===== src/rtl/eight_bit_sh_pkg.sv =====
// Shared opcode encoding and default width for the eight_bit_sh shift register.
package eight_bit_sh_pkg;

  localparam int DEFAULT_WIDTH = 8;

  typedef enum logic [2:0] {
    OP_HOLD = 3'b000,
    OP_LOAD = 3'b001,
    OP_SHR  = 3'b010,
    OP_SHL  = 3'b011,
    OP_ROR  = 3'b100,
    OP_ROL  = 3'b101,
    OP_ASR  = 3'b110,
    OP_CLR  = 3'b111
  } op_e;

endpackage


===== src/rtl/eight_bit_sh_next.sv =====
// Combinational next-state for the shift register and its serial-out bit.
// Rotate opcodes exist only when EIGHT_BIT_SH_ROTATE_EN is defined; otherwise they hold.
module eight_bit_sh_next
  import eight_bit_sh_pkg::*;
#(
  parameter int WIDTH = DEFAULT_WIDTH
) (
  input  logic [WIDTH-1:0] q,
  input  logic             so,
  input  logic [WIDTH-1:0] my_input,
  input  logic             shift_input,
  input  logic [2:0]       operation,
  output logic [WIDTH-1:0] q_d,
  output logic             so_d
);

  // NOTE: defaults first so every path assigns q_d/so_d and no latch is inferred;
  // unmatched opcodes (including X/Z) fall through to hold.
  always_comb begin
    q_d  = q;
    so_d = so;
    case (operation)
      OP_LOAD: begin
        q_d  = my_input;
        so_d = 1'b0;
      end
      OP_SHR: begin
        q_d  = {shift_input, q[WIDTH-1:1]};
        so_d = q[0];
      end
      OP_SHL: begin
        q_d  = {q[WIDTH-2:0], shift_input};
        so_d = q[WIDTH-1];
      end
`ifdef EIGHT_BIT_SH_ROTATE_EN
      OP_ROR: begin
        q_d  = {q[0], q[WIDTH-1:1]};
        so_d = q[0];
      end
      OP_ROL: begin
        q_d  = {q[WIDTH-2:0], q[WIDTH-1]};
        so_d = q[WIDTH-1];
      end
`endif
      OP_ASR: begin
        q_d  = {q[WIDTH-1], q[WIDTH-1:1]};
        so_d = q[0];
      end
      OP_CLR: begin
        q_d  = '0;
        so_d = 1'b0;
      end
      default: ;
    endcase
  end

endmodule


===== src/rtl/eight_bit_sh.sv =====
// Registered WIDTH-bit shift/rotate register with serial output; state flops and reset only.
// Optional rotate opcodes are enabled by defining EIGHT_BIT_SH_ROTATE_EN.
module eight_bit_sh
  import eight_bit_sh_pkg::*;
#(
  parameter int WIDTH = DEFAULT_WIDTH
) (
  input  logic [WIDTH-1:0] myInput,
  input  logic             shift_input,
  input  logic [2:0]       operation,
  input  logic             clk,
  output logic             shift_output,
  output logic [WIDTH-1:0] myOutput,
  input  logic             rst
);

  logic [WIDTH-1:0] q_q, q_d;
  logic             so_q, so_d;

  eight_bit_sh_next #(.WIDTH(WIDTH)) u_next (
    .q           (q_q),
    .so          (so_q),
    .my_input    (myInput),
    .shift_input (shift_input),
    .operation   (operation),
    .q_d         (q_d),
    .so_d        (so_d)
  );

  // NOTE: state uses non-blocking assignments; reset is synchronous and overrides any opcode.
  always_ff @(posedge clk) begin
    if (rst) begin
      q_q  <= '0;
      so_q <= 1'b0;
    end else begin
      q_q  <= q_d;
      so_q <= so_d;
    end
  end

  assign myOutput     = q_q;
  assign shift_output = so_q;

endmodule


===== config.mk =====
export PLATFORM = sky130hd
export DESIGN_NAME = eight_bit_sh
export DESIGN_NICKNAME = d
export VERILOG_FILES = /design/src/rtl/eight_bit_sh_pkg.sv /design/src/rtl/eight_bit_sh_next.sv /design/src/rtl/eight_bit_sh.sv
export SDC_FILE = /design/constraint.sdc
export NUM_CORES = 1
export LEC_CHECK = 0
export ABC_AREA = 1
export CORE_MARGIN = 4
export CORE_UTILIZATION = 30
export DETAILED_ROUTE_END_ITERATION = 16
export GPL_TIMING_DRIVEN = 0
export PLACE_DENSITY = 0.61
export SLEW_MARGIN = 30
export SYNTH_ARGS = -nofsm -noshare
export SYNTH_HDL_FRONTEND = slang
export SYNTH_SLANG_ARGS = --single-unit

===== constraint.sdc =====
create_clock -name clk -period 0.8 [get_ports clk]
set_input_delay 0.16 -clock clk [delete_from_list [all_inputs] [get_ports clk]]
set_output_delay 0.16 -clock clk [all_outputs]
set_load 0.05 [all_outputs]

* Word-level counts from Yosys, hierarchy flattened *
Index checks and enable logic that the tools add are counted.

storage, ports and cells
  register bits = 9
  latch bits = 0
  bits in writable memories = 0
  bits in read-only memories = 0
  input port bits = 14
  memories = 0

cells by class
  add/subtract/negate cells = 0
  multiply operators = 0
  div/mod/pow operators = 0
  order comparisons = 0
  equal/unequal tests = 5
  shifts and indexed selects = 0
  mux-type cells = 2
  bitwise logic cells = 1
  reductions and logical operators = 6

operators with widths
  cell                                                                   count
  8-bit one-hot mux with 5 select lines                                  1
  3-bit by 2-bit equality test with 1-bit output, second input constant  2
  3-bit equality test, second input constant                             2
  5-bit nonzero test                                                     1
  4-bit nonzero test                                                     1
  2-bit OR reduction                                                     2
  3-bit by 1-bit equality test with 1-bit output, second input constant  1
  1-bit one-hot mux with 3 select lines                                  1
  3-bit nonzero test                                                     1
  2-bit AND reduction                                                    1
  1-bit NOT                                                              1

* Longest topological paths before layout *
  depth in word-level cells = 3
  depth in mapped cells = 7
  gate-level depth less buffers = 7

* Hierarchy *
A second synthesis with hierarchy kept.

second synthesis, totals
  cell total of the unflattened synthesis = 86
  area total of the unflattened synthesis = 543.0 sq um

modules (own cells, without submodules)
  module             times used  cells each  area an instance (sq um)
  eight_bit_sh_next  1           58          284.0
  eight_bit_sh       1           28          259.0

* Worst setup path after synthesis *
Ideal clock, no wire load.

  path kind = flip-flop to flip-flop
  start = register q_q[6], in the netlist myOutput[6]
  end = register q_q[7], in the netlist myOutput[7]
  arrival time = 1.030 ns
  path slack = -0.300 ns
  cell stages (with the launch flop) = 7
  path buffers = 0
  clock period less this slack = 1.100 ns
  cells stage by stage = dfxtp_1 -> nand2_1 -> nand2_1 -> nand2_1 -> nand2_1 -> nand2_1 -> a21oi_1

on the way
  longest elaborated chain between the ends = 1

ends and longest elaborated chain
  item                                   RTL line                 RTL
  start, declared                        eight_bit_sh.sv:17       logic [WIDTH-1:0] q_q, q_d;
  start signal, assigned                 eight_bit_sh.sv:36       q_q <= q_d;
  8-bit one-hot mux with 5 select lines  eight_bit_sh_next.sv:22  case (operation)

No other way between the ends.
A chain may end at the register's enable or synchronous reset.

* Worst setup path in the final report *
  start = register q_q[6], in the netlist myOutput[6]
  end = output myOutput[6]

RTL lines
  item           RTL line            RTL
  end, declared  eight_bit_sh.sv:13  output logic [WIDTH-1:0] myOutput,

No word-level cell between the ends.

==> flow_metrics.py <==
metrics = {
    "timing": {
        "setup_viol": 17,
        "skew_ps": 7.29,
        "fin_crit_sh": 1.16,
        "finalSetupTns_ps": -1340,
        "worst_pin_slew_ps": 493,
        "hold_viol_final": 0,
        "slew_violations": 0,
        "hold-worst-slack_ps": 316,
        "fmax_ghz": 1.08,
        "slew-limit-headroom": 0.671,
        "rsz0062_at_grt": "yes",
        "fin_crit_ps": 929,
        "finalWorstSetupSlack_ps": -129,
    },
    "min_path": {
        "min_path_type": "in2reg",
        "worstHoldPathCells": 2,
        "hp-start": "rst",
        "hold_end": "myOutput[6]",
    },
    "yosys": {
        "yosysWarnings": 0,
        "synth_nets": 103,
        "synthFlopType": "dfxtp_1",
        "async_flop_share": 0,
        "yosysMostFrequentCell": "nand2_1",
        "synth_cell_types": 15,
        "synth_top_area_cell": "dfxtp_1",
        "seq_area_frac_synth": 0.342,
        "synth.ff_latch_count": 9,
        "syn_area_um2": 527,
        "synth_common_cells": "41 x nand2_1, 9 x a21oi_1, 9 x dfxtp_1, 8 x nor2_1, 6 x o21ai_0",
        "synth_top_area_share": 0.342,
        "synth.avg_cell_area_um2": 5.92,
        "synth.area.top_cells": "dfxtp_1 34%, nand2_1 29%, a21oi_1 8.6%",
        "synth-edff-count": 0,
        "syn_inst": 89,
    },
    "worst_setup_path": {
        "worstSetupPathType": "reg2out",
        "timing.rr.start": "myOutput[0]",
        "start_kind": "register",
        "worstPathMaxFanout": 4,
        "r2r_slack_ps": -70,
        "required_ps": 640,
        "critPathTopFamily": "flip-flops",
        "r2r_end": "myOutput[1]",
        "worst_ep_arrival_time_ps": 770,
        "crit_slowest_cell": "dfxtp_4",
        "reg2regPathDepth": 5,
        "path_cells": "buf_8",
        "cpPeakStageDelay_ps": 370,
        "path_buf_inv": 1,
        "worstSetupEndpointType": "output pin",
    },
    "drt": {
        "remaining_drc_errors": 0,
        "drt_wl_total_mm": 1.85,
        "via_per_inst": 5.03,
        "ant_nets": 0,
        "routedWlPerCell_um": 12.5,
        "via_count": 744,
        "dr.pass1.iters": 4,
        "drt_iter0_markers": 22,
    },
    "global_route": {
        "grt.overflow.total": 0,
        "grt_pass1_wl_mm": 3.08,
        "grt_max_degree": 10,
        "grt_pass1_vias": 682,
        "grtUsageTotal": 0.162,
        "antenna_found_initial": 0,
    },
    "finish": {
        "stdcell_count": 148,
        "finalNetCount": 147,
        "fin_area_um2": 1090,
        "fin_util": 0.692,
        "antenna_cells": 0,
        "drive_gt1_frac": 0.492,
        "syn_to_final_growth_pct": 107,
    },
    "job": {
        "drv_cap": 0,
    },
    "clock_network": {
        "clockBufferDepth": 2,
        "htreeDepth": 1,
        "clk_pin_slew_ps": 60,
        "cts_tree": "yes",
        "cts-root-buf": "clkbuf_4",
        "clock_sinks": 9,
        "clock_latency_ps": 260,
        "numCtsBuffers": 3,
    },
    "power_and_ir_drop": {
        "ir_worst_vdd_uv": 1120,
        "leakage_nw": 0.467,
        "p_per_area_nw_per_um2": 1180,
        "finalPower_mw": 1.29,
    },
    "place": {
        "place_inst": 126,
        "place_ws_ps": -626,
        "placed_cell_area_um2": 788,
        "gp_congestion": 0.762,
        "portBuffers": 21,
        "hpwl_mm": 1.10,
    },
    "floorplanning": {
        "chipHeight_um": 49.9,
        "num_rows": 14,
        "dieWidth_um": 49.9,
        "core_um2": 1580,
        "io_pins": 23,
        "floorplan.initialDensity": 0.334,
        "dieArea_um2": 2490,
    },
    "run_status": {
        "status": "complete, but fails checks",
        "violations": "negative setup slack",
    },
}
[layout by cell type, fill, tap and decap left out, drive strengths merged]
| cell type | count |
|---|---|
| nand2 | 45 |
| inv | 5 |
| clkdlybuf4s15 | 3 |
| buf | 28 |
| dlygate4sd2 | 1 |
| clkbuf | 4 |
| o21bai | 1 |
| o21ai | 8 |
| nor2 | 9 |
| dfxtp | 9 |
| a31oi | 1 |
| a21oi | 9 |
| clkdlybuf4s50 | 8 |
| nand3 | 1 |
[worst register-to-register path: stages (launching register included)]
cell,delay [ps]
dfxtp_4,350
buf_6,120
nor2_2,90
o21ai_1,60
nand2_1,70
a21oi_2,50
[cell families (layout without fill, tap and decap cells)]
| kind of cell | after synthesis | after routing | share of synthesized area |
|---|---|---|---|
| AO/OA/AOI/OAI | 19 | 19 | 0.188 |
| AND/OR/NAND/NOR | 54 | 55 | 0.406 |
| flip-flops | 9 | 9 | 0.342 |
| buffers and inverters | 7 | 49 | 0.0641 |
[metal layers]
metal | track usage | up-vias | wire (µm)
met1 | 0.195 | 331 | 744
li1 | - | 375 | -
met4 | 0.0553 | 0 | 37
met2 | 0.262 | 34 | 923
met5 | 0 | - | 0
met3 | 0.0572 | 4 | 140
[power breakdown]
part	switching, mW	internal (mW)
logic	0.245	0.224
clock network	0.151	0.192
registers	0.0232	0.456
total	0.420	0.871
[flip-flops by register name, summed over array words and instances, names as in the netlist]
signal        flops
myOutput          8
shift_output      1
[layout make-up]
| cell class | instances | area, µm² |
|---|---|---|
| clock buffers | 4 | 26.3 |
| fillers | 121 | 485 |
| flip-flops and latches | 9 | 211 |
| inverters | 5 | 26.3 |
| repair buffers | 38 | 408 |
| multi-input cells | 74 | 384 |
| plain buffers | 2 | 15.0 |
| well taps | 16 | 20.0 |
[what timing repair did]
action                                  4_1_cts  5_1_grt
hold buffers                                  0        0
pin swaps                                     4        4
buffers inserted                             14        2
hold endpoints to repair                      0        0
resized for setup                            99       11
cloned                                        2        0
endpoints found under the setup margin       18       18
[how the worst max path moves through the flow]
stage | cells past startpoint | slack, ps | to | from
2_1_floorplan | 6 | -50 | myOutput[7] | myOutput[6]
3_3_place_gp | 6 | -640 | myOutput[0] | operation[0]
3_5_place_dp | 7 | -630 | myOutput[1] | operation[2]
4_1_cts | 1 | -140 | myOutput[7] | myOutput[7]
5_1_grt | 1 | -160 | myOutput[6] | myOutput[6]
6_report | 1 | -130 | myOutput[6] | myOutput[6]
Power figures use the tool's default switching activity.
